===== src/rtl/imem_boot_loader_if.sv =====
// Byte-stream input and instruction-memory write port of the boot loader.
interface imem_boot_loader_if #(
    parameter int unsigned ADDR_W = 10
);
    logic [7:0]        rx_data;
    logic              rx_valid;
    logic              rx_ready;
    logic [ADDR_W-1:0] mem_a;
    logic [31:0]       mem_d;
    logic              mem_we;

    // Environment side: byte source and memory write port
    modport master (
        output rx_data,
        output rx_valid,
        input  rx_ready,
        input  mem_a,
        input  mem_d,
        input  mem_we
    );

    // Loader side
    modport slave (
        input  rx_data,
        input  rx_valid,
        output rx_ready,
        output mem_a,
        output mem_d,
        output mem_we
    );
endinterface


===== src/rtl/imem_boot_loader.sv =====
// Boot loader: packs a big-endian byte stream into 32-bit words, writes them
// to consecutive instruction-memory addresses and holds the CPU until the
// FINISH word has been written.
module imem_boot_loader #(
    parameter int unsigned DEPTH    = 1024,
    parameter int unsigned ADDR_W   = 10,
    parameter logic [31:0] END_WORD = 32'hFC000000
) (
    input  logic                clk,
    input  logic                rst_n,
    input  logic                start,
    imem_boot_loader_if.slave   bus,
    output logic                cpu_run,
    output logic                load_done,
    output logic                load_err,
    output logic [ADDR_W:0]     word_count
);

    localparam int unsigned CNT_W = ADDR_W + 1;
    localparam logic [ADDR_W:0] LAST_COUNT = CNT_W'(DEPTH - 1);

    typedef enum logic [2:0] {
        IDLE,
        RECV,
        WRITE,
        DONE,
        ERROR
    } state_t;

    state_t      state;
    logic [1:0]  byte_cnt;
    logic [23:0] word_q;    // first three bytes of the word in flight

    // Load sequencer; every output is a register updated here
    always_ff @(posedge clk) begin
        if (!rst_n) begin
            state        <= IDLE;
            byte_cnt     <= '0;
            word_q       <= '0;
            bus.rx_ready <= 1'b0;
            bus.mem_a    <= '0;
            bus.mem_d    <= '0;
            bus.mem_we   <= 1'b0;
            cpu_run      <= 1'b0;
            load_done    <= 1'b0;
            load_err     <= 1'b0;
            word_count   <= '0;
        end else begin
            case (state)
                IDLE, DONE, ERROR: begin
                    if (start) begin
                        state        <= RECV;
                        bus.rx_ready <= 1'b1;
                        cpu_run      <= 1'b0;
                        load_done    <= 1'b0;
                        load_err     <= 1'b0;
                        word_count   <= '0;
                        byte_cnt     <= '0;
                        word_q       <= '0;
                    end
                end

                RECV: begin
                    if (bus.rx_valid && bus.rx_ready) begin
                        if (byte_cnt == 2'd3) begin
                            state        <= WRITE;
                            bus.rx_ready <= 1'b0;
                            bus.mem_we   <= 1'b1;
                            bus.mem_a    <= word_count[ADDR_W-1:0];
                            bus.mem_d    <= {word_q, bus.rx_data};
                            byte_cnt     <= '0;
                        end else begin
                            word_q   <= {word_q[15:0], bus.rx_data};
                            byte_cnt <= byte_cnt + 2'd1;
                        end
                    end
                end

                WRITE: begin
                    bus.mem_we <= 1'b0;
                    word_count <= word_count + CNT_W'(1);
                    // FINISH wins even when it lands on the last address
                    if (bus.mem_d == END_WORD) begin
                        state     <= DONE;
                        load_done <= 1'b1;
                        cpu_run   <= 1'b1;
                    end else if (word_count == LAST_COUNT) begin
                        state    <= ERROR;
                        load_err <= 1'b1;
                    end else begin
                        state        <= RECV;
                        bus.rx_ready <= 1'b1;
                    end
                end

                default: state <= IDLE;
            endcase
        end
    end

endmodule


===== src/flat_wrapper.sv =====
// flat-port wrapper written by rule: the top's interface ports become plain ports
module imem_boot_loader_flat 
#(
    parameter int unsigned DEPTH    = 1024,
    parameter int unsigned ADDR_W   = 10,
    parameter logic [31:0] END_WORD = 32'hFC000000
)
  (clk, rst_n, start, cpu_run, load_done, load_err, word_count, bus_rx_data, bus_rx_valid, bus_rx_ready, bus_mem_a, bus_mem_d, bus_mem_we);
  imem_boot_loader_if #(.ADDR_W(ADDR_W)) bus_i ();
  input  logic clk;
  input  logic rst_n;
  input  logic start;
  output logic cpu_run;
  output logic load_done;
  output logic load_err;
  output logic [ADDR_W:0] word_count;
  input wire logic [$bits(bus_i.rx_data)-1:0] bus_rx_data;
  input wire logic [$bits(bus_i.rx_valid)-1:0] bus_rx_valid;
  output wire logic [$bits(bus_i.rx_ready)-1:0] bus_rx_ready;
  output wire logic [$bits(bus_i.mem_a)-1:0] bus_mem_a;
  output wire logic [$bits(bus_i.mem_d)-1:0] bus_mem_d;
  output wire logic [$bits(bus_i.mem_we)-1:0] bus_mem_we;
  assign bus_i.rx_data = bus_rx_data;
  assign bus_i.rx_valid = bus_rx_valid;
  assign bus_rx_ready = bus_i.rx_ready;
  assign bus_mem_a = bus_i.mem_a;
  assign bus_mem_d = bus_i.mem_d;
  assign bus_mem_we = bus_i.mem_we;
  imem_boot_loader #(.DEPTH(DEPTH), .ADDR_W(ADDR_W), .END_WORD(END_WORD)) u_core (.clk(clk), .rst_n(rst_n), .start(start), .bus(bus_i), .cpu_run(cpu_run), .load_done(load_done), .load_err(load_err), .word_count(word_count));
endmodule

===== config.mk =====
export PLATFORM = sky130hd
export DESIGN_NAME = imem_boot_loader_flat
export DESIGN_NICKNAME = d
export VERILOG_FILES = /design/src/rtl/imem_boot_loader_if.sv /design/src/rtl/imem_boot_loader.sv /design/src/flat_wrapper.sv
export SDC_FILE = /design/constraint.sdc
export NUM_CORES = 1
export LEC_CHECK = 0
export ABC_AREA = 0
export CAP_MARGIN = 20
export CORE_MARGIN = 2
export CORE_UTILIZATION = 50
export CTS_CLUSTER_DIAMETER = 30
export DETAILED_ROUTE_END_ITERATION = 7
export DONT_BUFFER_PORTS = 1
export PLACE_DENSITY_LB_ADDON = 0.15
export RECOVER_POWER = 50
export SLEW_MARGIN = 5
export SYNTH_ARGS = -nofsm -noshare
export SYNTH_HDL_FRONTEND = slang
export SYNTH_SLANG_ARGS = --single-unit

===== constraint.sdc =====
create_clock -name clk -period 3.8 [get_ports clk]
set_clock_uncertainty 0.05 [all_clocks]
set_input_delay 0.76 -clock clk [delete_from_list [all_inputs] [get_ports clk]]
set_output_delay 0.76 -clock clk [all_outputs]
set_load 0.02 [all_outputs]

# ---- Word level (Yosys, flattened, before mapping)
# Index checks and enable logic that the tools add are counted.
dict set report word_totals {
  reg_bits 86
  latch_bits 0
  mem_bits_rw 0
  rom_bits 0
  input_bits 12
  wordCells 74
  mem_count 0
}
dict set report op_classes {
  n_addsub 2
  n_mul 0
  n_div 0
  order_cmp 0
  n_eq_ne 15
  n_shift 0
  n_mux 31
  bitwise 0
  n_reduce_logical 16
}
# op count
set ops {}
lappend ops {{$mux 24} 3}
lappend ops {{$pmux 24 s2} 1}
lappend ops {{$eq 32x32->1 const B} 1}
lappend ops {{$pmux 11 s2} 1}
lappend ops {{$mux 3} 5}
lappend ops {{$reduce_and 3->1} 5}
lappend ops {{$add 11x1->11 const B} 1}
lappend ops {{$eq 11x10->1 const B} 1}
lappend ops {{$mux 1} 11}
lappend ops {{$mux 11} 1}
lappend ops {{$pmux 3 s3} 1}
lappend ops {{$ne 2x1->1 const B} 4}
lappend ops {{$ne 2x2->1 const B} 4}
lappend ops {{$reduce_and 4->1} 2}
lappend ops {{$eq 3x2->1 const B} 2}
lappend ops {{$mux 2} 3}
lappend ops {{$pmux 1 s2} 3}
lappend ops {{$reduce_and 6->1} 1}
lappend ops {{$reduce_bool 2->1} 3}
lappend ops {{$pmux 2 s2} 1}
lappend ops {{$eq 3x1->1 const B} 1}
lappend ops {{$eq 3x3->1 const B} 1}
lappend ops {{$logic_not 3->1} 1}
lappend ops {{$pmux 1 s3} 1}
lappend ops {{other kinds (6)} 6}

# ---- Logic depth before layout (Yosys ltp)
dict set report logic_depth {
  depth_word 4
  depth_mapped 7
  ltp_nobuf 5
}

# ---- Worst setup path after synthesis
# No wires, ideal clock.
dict set report synth_timing {
  path_kind {in2reg}
  from {input bus_rx_valid}
  to {register u_core.word_q[10]}
  arrival_ns 1.730
  path_slack_ns 1.902
  cell_stages 5
  n_path_buf 1
  path_cell_list {nand3b_1 a21oi_1 o21ai_1 buf_2 a32o_1}
}
dict set report synth_via {
  elab_chain_len 3
}
# item line
set synth_lines {}
lappend synth_lines {{start, declared} flat_wrapper.sv:18} ;# input wire logic [$bits(bus_i.rx_valid)-1:0] bus_rx_valid;
lappend synth_lines {{$logic_and 1x1->1} imem_boot_loader.sv:64} ;# if (bus.rx_valid && bus.rx_ready) begin
lappend synth_lines {{$ne 2x1->1 (no source line)} --}
lappend synth_lines {{$reduce_and 4->1 (no source line)} --}
lappend synth_lines {{end signal, assigned} imem_boot_loader.sv:73} ;# word_q <= {word_q[15:0], bus.rx_data};
lappend synth_lines {{end, declared} imem_boot_loader.sv:32} ;# logic [23:0] word_q;
# No other way between the ends.
# A chain may end at the register's enable or synchronous reset.

# ---- Worst setup path after layout
dict set report layout_timing {
  from {register u_core.state[1]}
  to {register u_core.bus.mem_d[21]}
}
dict set report layout_via {
  elab_chain_len 2
}
# item line
set layout_lines {}
lappend layout_lines {{start, declared} imem_boot_loader.sv:30} ;# state_t state;
lappend layout_lines {{start signal, assigned} imem_boot_loader.sv:37} ;# state <= IDLE;
lappend layout_lines {{start signal, assigned} imem_boot_loader.sv:52} ;# state <= RECV;
lappend layout_lines {{start signal, assigned} imem_boot_loader.sv:66} ;# state <= WRITE;
lappend layout_lines {{$eq 3x1->1} imem_boot_loader.sv:49} ;# case (state)
lappend layout_lines {{$reduce_and 3->1 (no source line)} --}
lappend layout_lines {{end signal, assigned} imem_boot_loader.sv:70} ;# bus.mem_d <= {word_q, bus.rx_data};
lappend layout_lines {{end, declared} imem_boot_loader_if.sv:28} ;# output mem_d,
# No other way between the ends.

==> out/metrics.csv <==
stage;metric;value;unit
logic_synthesis;sequential cell area fraction in the yosys report;51.6;%
worst_setup_path;RR Startpoint;u_core.state[1];
global_routing;initial antenna violation count;0;
worst_setup_path;Worst R2R Path Depth;5;
worst_setup_path;CP Buf/Inv Count;1;
routing;Post-Route WL;7.64;mm
die;die area;7340;um^2
power_and_ir_drop;Leak Pwr;1.15;nW
cts;root buf cell;clkbuf_8;
die;die width;85.7;um
routing;Final ANT Viol Nets;0;
cts;CTS Hold Bufs;0;
routing;DR DRC count;0;
routing;via count;2692;
cts;Num CTS Buffers;9;
worst_setup_path;critical path class;reg -> reg;
worst_setup_path;r2r setup slk;1070;ps
final_layout;nets;380;
worst_hold_path;hold depth;2;
timing;RSZ-0062 raised after global routing;no;
run_status;outcome;complete, but fails checks;
run_status;failing checks;capacitance limit, slew limit;
die;Initial Util;52.3;%
routing;drt via density;6.01;
cts;Post-CTS Resized;0;
worst_setup_path;CP max FO;44;
timing;Max transition margin;-28.8;%
timing;Slew Limit Fails;45;
placed_design;Port Buffers;0;
logic_synthesis;Synth top area share;51.6;%
timing;crit path time final;2730;ps
worst_setup_path;Worst EP arrival;2930;ps
worst_setup_path;Crit. End Element;flop;
worst_setup_path;Worst path top cell family by delay;buffers and inverters;
routing;drt first pass iters;4;
logic_synthesis;number of cells produced by synthesis;379;
logic_synthesis;syn nets;393;
cts;CTS tree;yes;
cts;CTS H-tree depth;3;
worst_setup_path;Worst Setup SP;u_core.state[1];
final_layout;ant diodes;0;
worst_setup_path;crit-path max cell delay;1390;ps
run;Max-Cap Viols;1;
die;Rows;29;
placed_design;dpl cell area;3330;um^2
final_layout;fill count;605;
worst_setup_path;Slowest cell on crit path;clkbuf_1;
routing;WL/cell;17.1;um
placed_design;DP HPWL;5.13;mm
global_routing;total track usage;22.2;%
cts;Sink Count;86;
timing;Hold Vio Cnt, Final;0;
timing;Worst Tran Pin Value;1930;ps
timing;fmax;367;MHz
cts;CTS Buffer Depth;2;
timing;Tcrit/Tclk final;71.8;%
logic_synthesis;post-synthesis cell type count;50;
worst_setup_path;Setup crit start kind;flop;
worst_hold_path;Worst Hold Launch;u_core.word_q[22];
power_and_ir_drop;worst vdd rail ir drop;0.325;mV
worst_hold_path;WHS Endpoint;u_core.bus.mem_d[30];
logic_synthesis;Yosys reg bits;86;
logic_synthesis;Synth Cell Area;3340;um^2
worst_setup_path;Worst R2R End;u_core.bus.mem_d[21];
worst_hold_path;Worst Hold Class;reg -> reg;
final_layout;share of layout cells above drive strength 1;6.47;%
die;core area;6390;um^2
die;Ports;70;
logic_synthesis;Synth Flop Type;dfxtp_1;
global_routing;GR Overflow Total;0;
die;die height;85.7;um
global_routing;largest net degree at the start of global routing;45;
cts;post-CTS setup buffer count;0;
placed_design;RePlAce Congestion;0.805;
power_and_ir_drop;Pwr Density;496;nW/um^2
logic_synthesis;Async SR Flop Fraction;0;%
logic_synthesis;Post-synth EDFFs;0;
logic_synthesis;Syn Area/Cell;8.80;um^2
final_layout;Area Growth Syn to Fin;6.71;%
worst_setup_path;CP required;4000;ps
timing;setup TNS;0;ps
cts;Clock Latency Late Sink;340;ps
timing;count of final setup violators;0;
global_routing;vias in the first global route;2639;
final_layout;fin area;3560;um^2
worst_setup_path;Critical Path, Cell by Cell;nor3b_1 > nand4_1 > clkbuf_1 > nand2_1 > a21oi_1;
global_routing;first-pass GRT wire length;13.1;mm
final_layout;Final Util;55.8;%
routing;drt first-iter violations;162;
cts;Clock transition at path regs;90;ps
logic_synthesis;synth top area cells;dfxtp_1 52%, nand2_1 11%, a21oi_1 7.5%;
logic_synthesis;Synth area leader;dfxtp_1;
logic_synthesis;Syn. warnings;0;
metrics by stage:
| stage | worst slack, ps | hold WS (ps) | instances | power [mW] |
|---|---|---|---|---|
| finish | 1070 | 406 | 448 | 1.77 |
| CTS | 1240 | 411 | 448 | 1.78 |
| global placement | 1320 | 395 | 432 | 1.06 |
| floorplan | 1900 | 382 | 379 | 1.04 |
| global route | 716 | 433 | 448 | 1.84 |
| detailed placement | 1250 | 400 | 432 | 1.06 |
per-layer routing:
metal | vias up | share of wire (%) | GRT usage [%]
met5 | - | 0 | 0
met4 | 0 | 1.4 | 8.37
met3 | 10 | 5.7 | 6.93
met2 | 63 | 50 | 37.3
met1 | 1290 | 43 | 26.7
li1 | 1329 | - | -
final cells by class:
type                    count  area [um^2]  share of cell area, %
clock inverters             4         76.3                   2.14
inverters                   4         15.0                  0.422
flip-flops and latches     86         1720                   48.3
repair buffers              4         26.3                  0.738
clock buffers              12          155                   4.36
well taps                  77         96.3                   2.71
multi-input cells         261         1470                   41.3
where the power goes:
group          total (mW)  switching, mW  internal [mW]
clock network       0.729          0.320          0.409
logic               0.100         0.0662         0.0338
registers           0.937         0.0238          0.913
cell usage in the layout, fill, tap and decap left out, types with 3 or more instances in the layout:
cell / netlist / final
buf_4: 1 / 3
nand2_1: 98 / 98
nand3_1: 7 / 7
o21ai_0: 5 / 6
nor4_1: 7 / 7
a32o_1: 24 / 24
nand4_1: 6 / 6
a31oi_1: 5 / 5
nor3_1: 6 / 6
nor2_1: 9 / 9
and4_1: 3 / 3
dfxtp_1: 86 / 86
clkbuf_8: 0 / 11
a21oi_1: 50 / 50
inv_1: 3 / 3
worst max-delay path by stage:
stage / to / cells after the start
after floorplan: u_core.word_q[10] / 5
after detailed placement: u_core.bus.rx_ready / 5
after global placement: u_core.bus.rx_ready / 5
final: u_core.bus.mem_d[21] / 5
after global routing: u_core.bus.mem_d[21] / 5
after CTS: u_core.bus.rx_ready / 5
Yosys cell counts (3+ instances only):
master / instances
a21oi_1: 50
a31oi_1: 5
a32o_1: 24
and4_1: 3
buf_2: 11
clkbuf_1: 15
dfxtp_1: 86
inv_1: 3
nand2_1: 98
nand3_1: 7
nand4_1: 6
nor2_1: 9
nor3_1: 6
nor4_1: 7
o21ai_0: 5
cell families (layout without fill, tap and decap cells):
group                    Yosys count  in the layout  synth area share, %
XOR/XNOR                           3              3                0.788
buffers and inverters             32             24                 4.35
adder cells (fa/ha/maj)            2              2                0.750
flip-flops                        86             86                 51.6
multiplexers                       1              1                0.337
AND/OR/NAND/NOR                  155            155                 21.7
AO/OA/AOI/OAI                    100            100                 20.5
sequential cells by signal, summed over array words and instances, names as in the netlist:
| name | cells |
|---|---|
| u_core.byte_cnt | 2 |
| u_core.word_q | 24 |
| u_core.bus.mem_a | 10 |
| u_core.bus.rx_ready | 1 |
| u_core.state | 3 |
| u_core.word_count | 11 |
| u_core.bus.mem_we | 1 |
| u_core.bus.mem_d | 32 |
| u_core.load_err | 1 |
| u_core.cpu_run | 1 |
tightest hold or removal path, cell delays in order, from the launching register on:
cell     delay, ps
dfxtp_1        320
nand2_1         50
a21oi_1         50
No activity file was read; power rests on OpenSTA's default activity.
